### src/rtl/bioee_clkdiv_pkg.sv
// Shared types and helpers for the BioEE clock-divider scheduler.
// Holds the FSM encoding, the default divider floor and the divider clamp.
package bioee_clkdiv_pkg;

   typedef enum logic [1:0] {
      ST_IDLE     = 2'd0,
      ST_GRANT    = 2'd1,
      ST_WAIT_TOG = 2'd2,
      ST_APPLY    = 2'd3
   } state_e;

   localparam int unsigned DIV_MIN_DFLT = 4;
   localparam int unsigned IDX_W        = 3;

   // Divider values must be even and never below the floor.
   function automatic logic [31:0] clamp_div(input logic [31:0] raw, input logic [31:0] dmin);
      logic [31:0] v;
      v = {raw[31:1], 1'b0};
      if (v < dmin) begin
         v = dmin;
      end
      return v;
   endfunction

endpackage

### src/rtl/bioee_rr_arbiter.sv
// Round-robin arbiter, up to 8 requesters; search starts one past the last winner.
// The pointer only moves when the caller accepts the grant.
module bioee_rr_arbiter
   import bioee_clkdiv_pkg::*;
#(
   parameter int NREQ = 2
) (
   input  logic             clk_i,
   input  logic             rst_i,
   input  logic [NREQ-1:0]  req_i,
   input  logic             grant_en_i,
   output logic             gnt_valid_o,
   output logic [IDX_W-1:0] gnt_idx_o,
   output logic [IDX_W-1:0] ptr_o
);

   localparam int CW = IDX_W + 1;
   localparam logic [CW-1:0] NREQ_W = CW'(NREQ);

   logic [IDX_W-1:0] ptr_q;
   logic [IDX_W-1:0] ptr_d;
   logic [7:0]       req_pad;
   logic [CW-1:0]    cand;

   always_comb begin
      req_pad     = 8'(req_i);
      gnt_valid_o = 1'b0;
      gnt_idx_o   = '0;
      cand        = '0;
      for (int k = 1; k <= NREQ; k++) begin
         cand = {1'b0, ptr_q} + CW'(k);
         if (cand >= NREQ_W) begin
            cand = cand - NREQ_W;
         end
         if (!gnt_valid_o && req_pad[cand[IDX_W-1:0]]) begin
            gnt_valid_o = 1'b1;
            gnt_idx_o   = cand[IDX_W-1:0];
         end
      end
   end

   always_comb begin
      ptr_d = ptr_q;
      if (grant_en_i && gnt_valid_o) begin
         ptr_d = gnt_idx_o;
      end
   end

   always_ff @(posedge clk_i) begin
      if (rst_i) begin
         ptr_q <= '0;
      end else begin
         ptr_q <= ptr_d;
      end
   end

   assign ptr_o = ptr_q;

endmodule

### src/rtl/bioee_clkdiv_scheduler.sv
// Arbitrates divider-value requests and applies each new value only on a clkout
// toggle so the shared BioEE divider never produces a runt or stretched period.
//
// state    | meaning
// IDLE     | no grant in flight; div_enable tracks run; latch winner's value
// GRANT    | decide whether to wait for a toggle (divider running) or apply now
// WAIT_TOG | divider running; wait for clkout toggle or timeout
// APPLY    | drive pending value, pulse ack to owner
module bioee_clkdiv_scheduler
   import bioee_clkdiv_pkg::*;
#(
   parameter int NREQ    = 2,
   parameter int TIMEOUT = 1048576,
   parameter int DIV_MIN = DIV_MIN_DFLT
) (
   input  logic                 clkin,
   input  logic                 rst,
   input  logic                 run,
   input  logic [NREQ-1:0]      req,
   input  logic [32*NREQ-1:0]   req_div,
   output logic [NREQ-1:0]      ack,
   output logic [31:0]          integerdivider,
   output logic                 div_enable,
   input  logic                 div_clkout,
   output logic                 busy,
   output logic [2:0]           owner,
   output logic                 fault
);

   localparam int CNT_W = $clog2(TIMEOUT) + 1;
   localparam logic [CNT_W-1:0] CNT_LAST  = CNT_W'(TIMEOUT - 1);
   localparam logic [31:0]      DIV_MIN_W = 32'(DIV_MIN);

   state_e            state_q, state_d;
   logic [31:0]       pend_q, pend_d;
   logic [31:0]       div_q, div_d;
   logic              en_q, en_d;
   logic [NREQ-1:0]   ack_q, ack_d;
   logic [CNT_W-1:0]  cnt_q, cnt_d;
   logic              fault_q, fault_d;
   logic              clkout_q;
   logic              tog;
   logic              gnt_valid;
   logic [IDX_W-1:0]  gnt_idx;
   logic [IDX_W-1:0]  ptr;
   logic [31:0]       sel_raw;

   bioee_rr_arbiter #(.NREQ(NREQ)) u_arb (
      .clk_i       (clkin),
      .rst_i       (rst),
      .req_i       (req),
      .grant_en_i  (state_q == ST_IDLE),
      .gnt_valid_o (gnt_valid),
      .gnt_idx_o   (gnt_idx),
      .ptr_o       (ptr)
   );

   assign tog = div_clkout ^ clkout_q;

   always_comb begin
      sel_raw = '0;
      for (int i = 0; i < NREQ; i++) begin
         if (gnt_idx == IDX_W'(i)) begin
            sel_raw = req_div[32*i +: 32];
         end
      end
   end

   always_comb begin
      state_d = state_q;
      pend_d  = pend_q;
      div_d   = div_q;
      en_d    = en_q;
      ack_d   = '0;
      cnt_d   = cnt_q;
      fault_d = fault_q;
      case (state_q)
         ST_IDLE: begin
            en_d = run;
            if (gnt_valid) begin
               pend_d  = clamp_div(sel_raw, DIV_MIN_W);
               state_d = ST_GRANT;
            end
         end
         ST_GRANT: begin
            if (!en_q) begin
               state_d = ST_APPLY;
            end else begin
               cnt_d   = '0;
               state_d = ST_WAIT_TOG;
            end
         end
         ST_WAIT_TOG: begin
            // A toggle in the same cycle as the last count still counts as on time.
            if (tog) begin
               state_d = ST_APPLY;
            end else if (cnt_q == CNT_LAST) begin
               fault_d = 1'b1;
               state_d = ST_APPLY;
            end else if (cnt_q != '1) begin
               cnt_d = cnt_q + 1'b1;
            end
         end
         ST_APPLY: begin
            en_d  = run;
            div_d = pend_q;
            for (int i = 0; i < NREQ; i++) begin
               ack_d[i] = (ptr == IDX_W'(i));
            end
            state_d = ST_IDLE;
         end
         default: state_d = ST_IDLE;
      endcase
   end

   always_ff @(posedge clkin) begin
      if (rst) begin
         state_q  <= ST_IDLE;
         pend_q   <= DIV_MIN_W;
         div_q    <= DIV_MIN_W;
         en_q     <= 1'b0;
         ack_q    <= '0;
         cnt_q    <= '0;
         fault_q  <= 1'b0;
         clkout_q <= 1'b0;
      end else begin
         state_q  <= state_d;
         pend_q   <= pend_d;
         div_q    <= div_d;
         en_q     <= en_d;
         ack_q    <= ack_d;
         cnt_q    <= cnt_d;
         fault_q  <= fault_d;
         clkout_q <= div_clkout;
      end
   end

   assign ack            = ack_q;
   assign integerdivider = div_q;
   assign div_enable     = en_q;
   assign busy           = (state_q != ST_IDLE);
   assign owner          = ptr;
   assign fault          = fault_q;

endmodule

### config.mk
export PLATFORM = sky130hd
export DESIGN_NAME = bioee_clkdiv_scheduler
export DESIGN_NICKNAME = d
export VERILOG_FILES = /design/src/rtl/bioee_clkdiv_pkg.sv /design/src/rtl/bioee_rr_arbiter.sv /design/src/rtl/bioee_clkdiv_scheduler.sv
export SDC_FILE = /design/constraint.sdc
export NUM_CORES = 1
export LEC_CHECK = 0
export BUFFER_PORTS_ARGS = -buffer_cell sky130_fd_sc_hd__buf_2
export CORE_ASPECT_RATIO = 1.5
export CORE_MARGIN = 2
export CORE_UTILIZATION = 45
export DETAILED_ROUTE_END_ITERATION = 8
export GPL_TIMING_DRIVEN = 0
export HOLD_SLACK_MARGIN = 0.15
export PLACE_DENSITY = 0.77
export SLEW_MARGIN = 20
export SYNTH_ARGS = -nofsm -noshare
export SYNTH_HDL_FRONTEND = slang
export SYNTH_SLANG_ARGS = --single-unit
### constraint.sdc
create_clock -name clkin -period 2.63 [get_ports clkin]
set_input_delay 0.3945 -clock clkin [delete_from_list [all_inputs] [get_ports clkin]]
set_output_delay 0.3945 -clock clkin [all_outputs]
set_load 0.005 [all_outputs]
* Word level (Yosys, flattened, before mapping)
Index checks and enable logic that the tools add are counted.
** Storage, ports and cells
- Register bits after elaboration :: 95
- Input port bits :: 70
- Output and inout port bits :: 40
- Logic and storage cells :: 72
** Cells by class
- $add $sub $neg :: 5
- Order comparisons :: 5
- Eq/ne operators :: 13
- Muxes and demuxes :: 23
- Bitwise operators :: 3
- Reduce and logical (&&, ||, !) cells :: 14
** Operator list (count)
- $mux W32 :: 3
- $mux W21 :: 4
- $pmux W21 S2 :: 1
- $lt A32 B3 Y1 const B :: 1
- $add A21 B1 Y21 const B :: 1
- $eq A21 B20 Y1 const B :: 1
- $ne A21 B21 Y1 const B :: 1
- $mux W3 :: 4
- $ne A2 B2 Y1 const B :: 5
- $ge A4 B2 Y1 const B :: 2
- $lt A3 B4 Y1 const B :: 2
- $pmux W2 S4 :: 1
- $bmux W1 S3 :: 2
- $eq A3 B1 Y1 const B :: 2
- $logic_not A3 Y1 :: 2
- $mux W2 :: 3
- $sub A3 B2 Y3 const B :: 2
- $mux W1 :: 5
- $reduce_and A5 Y1 :: 1
- $add A3 B1 Y4 const B :: 1
- $add A3 B2 Y4 const B :: 1
- $eq A2 B2 Y1 const B :: 2
- $reduce_and A2 Y1 :: 2
- $reduce_bool A2 Y1 :: 2
- 9 further kinds :: 12

* Depth between registers and ports, before layout
Gate-level depths: netlist (run 1).
- Depth after elaboration :: 14
- Mapped depth :: 10
- Mapped depth without buffers :: 8

* By module
A second synthesis (run 1) with hierarchy kept.
** Unflattened totals
- Cell total of the unflattened synthesis :: 488
- Area total of the unflattened synthesis :: 4426.7 µm²
** By module, submodules not included
- bioee_clkdiv_scheduler :: instances 1, cells an instance 447, area an instance 4045.1 µm², seq. area each 1801.7 µm²
- bioee_rr_arbiter :: instances 1, cells an instance 41, area an instance 381.6 µm², seq. area each 60.1 µm²

* Worst setup path after synthesis (run 1)
OpenSTA, ideal clock, no wires.
- Kind :: register to register
- Start :: reg u_arb.ptr_q[0] (netlist: u_arb.ptr_o[0])
- End :: reg pend_q[2]
- Setup time :: 0.122 ns
- Data arrival time :: 2.253 ns
- Data required time :: 2.508 ns
- Path slack :: 0.255 ns
- Stages on the path, launching flop included :: 10
- Path buffers :: 1
- Clock period less this slack :: 2.375 ns
- Path through :: dfxtp_1 > buf_6 > inv_1 > ha_1 > nor2b_1 > a32oi_2 > or4b_4 > nand2_4 > mux2_2 > o32a_1
** On the way
- Cells in the longest elaborated chain, start to end :: 14
- Elaborated cells between the ends (all ways) :: 25
- Those cells by class :: 4 x add/sub; 3 x order compare; 1 x eq/ne; 13 x mux; 4 x reduce/logical
** RTL lines
- from (decl) :: RTL line bioee_rr_arbiter.sv:20 : logic [IDX_W-1:0] ptr_q;
- from (signal assigned) :: RTL line bioee_rr_arbiter.sv:53 : ptr_q <= ptr_d;
- $add A3 B1 Y4 :: RTL line bioee_rr_arbiter.sv:31 : cand = {1'b0, ptr_q} + CW'(k);
- $ge A4 B2 Y1 or $sub A3 B2 Y3 (tied branches) :: RTL line bioee_rr_arbiter.sv:32, bioee_rr_arbiter.sv:33
- $mux W3 :: RTL line bioee_rr_arbiter.sv:32 : if (cand >= NREQ_W) begin
- $bmux W1 S3 :: RTL line bioee_rr_arbiter.sv:35 : if (!gnt_valid_o && req_pad[cand[IDX_W-1:0]]) begin
- $mux W1 (implied by the code) :: RTL line bioee_rr_arbiter.sv:35
- $mux W1 :: RTL line bioee_rr_arbiter.sv:35
- $logic_not A1 Y1 :: RTL line bioee_rr_arbiter.sv:35
- $logic_and A1 B1 Y1 :: RTL line bioee_rr_arbiter.sv:35
- $mux W3 :: RTL line bioee_rr_arbiter.sv:35
- $logic_not A3 Y1 :: RTL line bioee_clkdiv_scheduler.sv:63 : if (gnt_idx == IDX_W'(i)) begin
- $mux W32 (2 in a row) :: RTL line bioee_clkdiv_scheduler.sv:63
- $lt A32 B3 Y1 :: RTL line bioee_clkdiv_pkg.sv:19 : if (v < dmin) begin
- $mux W32 :: RTL line bioee_clkdiv_pkg.sv:19
- to (signal assigned) :: RTL line bioee_clkdiv_scheduler.sv:128 : pend_q <= pend_d;
- to (decl) :: RTL line bioee_clkdiv_scheduler.sv:35 : logic [31:0] pend_q, pend_d;
Parallel ways exist; a longest one is shown, timed or not. The select of a mux whose other input is x is not followed.
A chain may end at the register's enable or synchronous reset.

* Worst setup path in the final report (run 1)
- Start :: reg u_arb.ptr_q[0] (netlist: u_arb.ptr_o[0])
- End :: reg pend_q[21]
Same word-level chain as after synthesis.

==> results.toml, run 1 <==
[sta]
max_freq_ghz = 0.393
holdWs_ns = 0.302
grt_setup_unrepaired = "yes"
slew_violations = 0
finalClockSkew_ns = 0.00618
hold_violations = 0
period_share_pct = 96.7
slew_headroom_pct = 49.2
worst_pin_slew_ns = 0.762
period_needed_ns = 2.54
setup_violations = 0
setup_ws_ns = 0.0869

[logic_synthesis]
synth_top_cell_area_share_pct = 42.5
synth_edf_count = 0
syn_area_mm2 = 0.00438
synthDistinctLibCells = 53
synthTopCellsByCount = "dfxtp_1 (93), nor2_1 (90), mux2i_1 (65), a211oi_1 (16), xnor2_1 (16)"
yosys_most_used_dff = "dfxtp_1"
synth.avg_cell_area_um2 = 9.71
yosys_register_bits = 93
ys_seq_area_share_pct = 42.5
yosysTopAreaCell = "dfxtp_1"
synthArstFlopShare_pct = 0
yosys_warnings = 0
synth.most_common_cell = "dfxtp_1"
synthesis.instances = 451
synth_nets = 533
yosys-top-cells-area = "dfxtp_1 (43%), mux2i_1 (15%), nor2_1 (7.7%)"

[setup_path]
slowest_delay_ns = 0.61
startpoint_type = "flip-flop"
reg2reg_setup_slack_ns = 0.09
startpoint = "u_arb.ptr_o[0]"
path_cells = "buf_6, inv_1, ha_1, nor2b_1, a32oi_2, or4b_4, nand2_8, buf_12, mux2i_2, a211oi_1"
r2r_cells = 10
worstPathRequired_ns = 2.84
worstSetupEndpoint = "pend_q[21]"
slowest_stage = "or4b_4"
path_max_fanout = 10
cp.depth = 10
crit_family = "simple AND/OR/NAND/NOR gates"
worstReg2RegEnd = "pend_q[21]"
arrival_ns = 2.75
setup.worst_path.end_class = "flip-flop"
crit_buf_inv = 3
critical_path_class = "reg -> reg"
r2r-start = "u_arb.ptr_o[0]"

[floorplan]
io_pins = 110
start_util_pct = 45.7
die_area_mm2 = 0.0106
rows = 44
core_area_mm2 = 0.00958
die_y_um = 125
fp.dieW_um = 84.5

[power]
vdd_drop_max_mv = 0.640
p_leak_nw = 2.18
p_per_area_mw_per_mm2 = 983

[clocking]
htreeDepth = 3
cts_sinks = 93
root_buffer = "clkbuf_16"
clk_pin_slew_worst_paths_ns = 0.07
insertion_delay_ns = 0.35
numCtsBuffers = 9
post_cts_buffers = 0
cts_buffer_depth = 2
cts_tree = "built"

[drt]
drc = 0
wire_per_inst_um = 15.8
firstDrtPassIters = 4
wirelength_um = 10900
drtIter0Drc = 163
via_per_inst = 5.44
vias = 3745
ant_nets = 0

[placed_design]
placed_cell_area_mm2 = 0.00505
port_buffers = 106
routabilityCongestion = 0.854
placedCellCount = 672
preCtsSetupSlack_ns = 0.0212
place_hpwl_um = 8480

[finish]
postLayoutCoreUtil_pct = 56.3
area_delta_synth_final_pct = 23.3
drive_above_1_share_pct = 30.2
final_cells = 688
design_area_mm2 = 0.00540
antenna_cells = 0
fin_nets = 650

[hold_path]
hold_path_class = "in -> reg"

[status]
status = "finished clean"

[flow_run]
max_cap_violations = 0

[global_routing]
first_global_vias = 3843
overflow = 0
track_usage_pct = 21.0
grt_pass1_wl_um = 17800
grt_start_max_net_pins = 17
antenna_found_initial = 0
-- flip-flops by register name (all words and copies together), names as in the netlist --
name and count:
integerdivider 31, div_enable 1, fault 1, cnt_q 21, ack 2, clkout_q 1
pend_q 31, u_arb.ptr_o 3, state_q 2
-- logic make-up (layout without fill, tap and decap cells) --
logic type	after synthesis	after routing	share of synthesized area, %
and+or+nand+nor	166	166	18.5
xor gates and xnor gates	22	22	4.40
buffers and inverters	37	159	4.66
AOI/OAI and AO/OA	54	54	11.3
DFF	93	93	42.5
other	1	1	0.0856
muxes	66	66	15.1
adders and majority gates	12	12	3.43
-- layer usage --
metal,vias to the layer above,GRT usage (%),routed length (µm)
met5,-,0,0
met4,0,11.7,399
met3,26,3.98,480
met2,102,38.8,5900
met1,1789,21.7,4100
li1,1828,-,-
-- repair_timing --
| action | CTS | global route |
|---|---|---|
| gates resized for setup | 0 | 16 |
| hold buffers | 0 | 0 |
| endpoints found under the setup margin | 2 | 31 |
-- tightest hold or removal path, cell delays in order --
cell and delay (ns):
buf_2 0.08, mux2i_1 0.06, nor2_1 0.08
-- worst min path at each step --
stage / startpoint / to / cells past startpoint
floorplan: cnt_q[20] / cnt_q[20] / 2
global placement: cnt_q[20] / cnt_q[20] / 2
detailed placement: pend_q[1] / pend_q[1] / 1
CTS: run / div_enable / 3
global route: run / div_enable / 3
finish: run / div_enable / 3
-- where the power goes --
group | internal, mW | total [mW] | switching (mW) | leakage [nW]
clock network | 0.647 | 1.22 | 0.577 | 0.142
logic | 1.00 | 2.21 | 1.21 | 1.28
registers | 1.70 | 1.87 | 0.170 | 0.759
-- placed cells by master, fill, tap and decap left out, types with 2 or more instances in the layout --
cell / n
a211o_1: 3
a211oi_1: 16
a211oi_2: 14
a21oi_1: 3
a31o_2: 2
a31oi_1: 2
and4_1: 2
buf_1: 4
buf_12: 3
buf_2: 114
clkbuf_1: 10
clkbuf_16: 9
clkinv_2: 4
dfxtp_1: 91
dfxtp_2: 2
ha_1: 12
inv_1: 10
inv_6: 2
mux2i_1: 55
mux2i_2: 9
nand2_1: 14
nand3_1: 7
nand4_1: 7
nor2_1: 90
nor2b_1: 4
nor3_1: 11
nor4_1: 15
nor4bb_1: 2
o21ai_0: 3
or2_1: 2
or3_1: 3
xnor2_1: 16
xor2_1: 6
-- per-stage QoR --
stage | total power [mW] | TNS [ns]
3_3_place_gp | 3.90 | 0
2_1_floorplan | 3.48 | 0
6_report | 5.31 | 0
3_5_place_dp | 3.98 | 0
5_1_grt | 5.60 | -0.0109
4_1_cts | 5.21 | -0.00334
-- layout make-up --
class | count | area [µm²]
multi-input combinational | 321 | 2380
inverter | 10 | 37.5
buffer | 27 | 171
clock buffer | 9 | 225
timing repair buffer | 106 | 531
sequential | 93 | 1860
fill | 891 | 4180
clock inverter | 7 | 48.8
tap | 115 | 144
(Power assumes the default switching activity.)
==> inputs of run 2 (changes only) <==
--- a/config.mk
+++ b/config.mk
@@ -5,12 +5,14 @@
 export SDC_FILE = /design/constraint.sdc
 export NUM_CORES = 1
 export LEC_CHECK = 0
+export ABC_AREA = 0
 export BUFFER_PORTS_ARGS = -buffer_cell sky130_fd_sc_hd__buf_2
 export CORE_ASPECT_RATIO = 1.5
 export CORE_MARGIN = 2
 export CORE_UTILIZATION = 45
+export CTS_BUF_LIST = sky130_fd_sc_hd__clkbuf_4
 export DETAILED_ROUTE_END_ITERATION = 8
-export GPL_TIMING_DRIVEN = 0
+export GPL_TIMING_DRIVEN = 1
 export HOLD_SLACK_MARGIN = 0.15
 export PLACE_DENSITY = 0.77
 export SLEW_MARGIN = 20
==> run 2 against run 1 <==
Against the previous run:
- flip-flop and latch count unchanged
- combinational power is 6% lower
- cell count shrank 1.7%
- maximum frequency rose by 2.7%
- via count fell by 2.8%
- clock power is 45% lower
- critical path depth down 1
- clock-buffer cell count is 3 higher
- setup slack improved by 0.066 ns
==> results.toml, run 2 (same netlist as run 1, synthesis figures left out) <==
[status]
status = "finished clean"

[clocking]
htreeDepth = 3
cts_tree = "built"
clk_pin_slew_worst_paths_ns = 0.13
numCtsBuffers = 9
cts_buffer_depth = 2
cts_sinks = 93
root_buffer = "clkbuf_4"
insertion_delay_ns = 0.44
post_cts_buffers = 0

[drt]
wirelength_um = 9600
firstDrtPassIters = 4
ant_nets = 0
drc = 0
via_per_inst = 5.39
wire_per_inst_um = 14.2
drtIter0Drc = 140
vias = 3641

[hold_path]
hold_path_class = "in -> reg"
whs_path_depth = 3

[floorplan]
fp.dieW_um = 84.5
rows = 44
io_pins = 110
die_area_mm2 = 0.0106
die_y_um = 125
start_util_pct = 45.7
core_area_mm2 = 0.00958

[placed_design]
routabilityCongestion = 0.891
preCtsSetupSlack_ns = 0.0859
port_buffers = 106
place_hpwl_um = 7260

[global_routing]
antenna_found_initial = 0
use_met2_pct = 31.8
gr-max-usage-layer = "met2"
first_global_vias = 3512
overflow = 0
grt_pass1_wl_um = 16100
track_usage_pct = 18.6
grt_start_max_net_pins = 43
grt_use_met3_pct = 4.31
use_met1_pct = 22.3

[setup_path]
startpoint_type = "flip-flop"
startpoint = "u_arb.ptr_o[2]"
critical_path_class = "reg -> reg"
worstSetupEndpoint = "pend_q[20]"
r2r_cells = 9
worstPathRequired_ns = 2.95
path_max_fanout = 17
setup.worst_path.end_class = "flip-flop"
worstReg2RegEnd = "pend_q[20]"
r2r-start = "u_arb.ptr_o[2]"
reg2reg_setup_slack_ns = 0.15
arrival_ns = 2.80

[sta]
slew_headroom_pct = 62.3
period_share_pct = 94.2
hold_violations = 0
worst_pin_slew_ns = 0.565
max_freq_ghz = 0.404
setup_ws_ns = 0.153
slew_violations = 0
grt_setup_unrepaired = "no"
period_needed_ns = 2.48
setup_violations = 0
finalClockSkew_ns = 0.0102
setup-tns-final_ns = 0

[power]
p_leak_nw = 2.10
vdd_drop_max_mv = 0.543
p_per_area_mw_per_mm2 = 891

[finish]
final_common_cell = "buf_2"
antenna_cells = 0
drive_above_1_share_pct = 29.1
final_cell_mix = "buf_2 (106), dfxtp_1 (93), nor2_1 (90), mux2i_1 (65)"
area_delta_synth_final_pct = 17.8
fin_nets = 638

[flow_run]
max_cap_violations = 0
[run 2: power by group]
group          switching [mW]  internal, mW
Sequential              0.160          1.70
Clock                   0.449         0.224
Combinational            1.11         0.957
[run 2: worst min-delay path by stage]
stage          slack (ns)          to      start
2_1_floorplan        0.43   cnt_q[20]  cnt_q[20]
6_report             0.19  div_enable        run
4_1_cts              0.16  div_enable        run
5_1_grt              0.20  div_enable        run
3_5_place_dp         0.44   cnt_q[20]  cnt_q[20]
3_3_place_gp         0.44   cnt_q[20]  cnt_q[20]
[run 2: area by class of cell]
cell class	count	area [µm²]
fill	899	4420
multi-input combinational	321	2330
sequential	93	1860
timing repair buffer	121	668
tap	115	144
clock buffer	12	90.1
inverter	10	37.5
clock inverter	4	25.0
[run 2: what timing repair did]
item,in CTS,in global routing
hold buffers,0,0
resized for setup,0,1
setup endpoints to repair,0,13
[run 2: worst max-delay path, cell delays in order (launching register included)]
cell and delay [ns]:
dfxtp_1 0.46, inv_1 0.12, ha_1 0.23, nand3_1 0.10
a32oi_2 0.12, or4b_4 0.59, nand2_8 0.19, buf_4 0.18
mux2i_1 0.25, a211oi_2 0.10
[run 2: per-layer routing]
metal	vias up	wire length, µm
met3	13	445
met2	90	4910
met5	-	0
met1	1728	4020
met4	0	222
li1	1810	-
[run 2: stage by stage]
step	hold WS [ns]	utilization (%)	area, µm²	power, mW	std cells
final	0.192	53.9	5160	4.60	676
after global routing	0.204	53.9	5160	4.91	676
after CTS	0.160	53.8	5150	4.63	676
after detailed placement	0.444	52.6	5030	3.95	660
after global placement	0.439	52.6	5030	3.87	660
after floorplan	0.430	-	4380	3.48	451
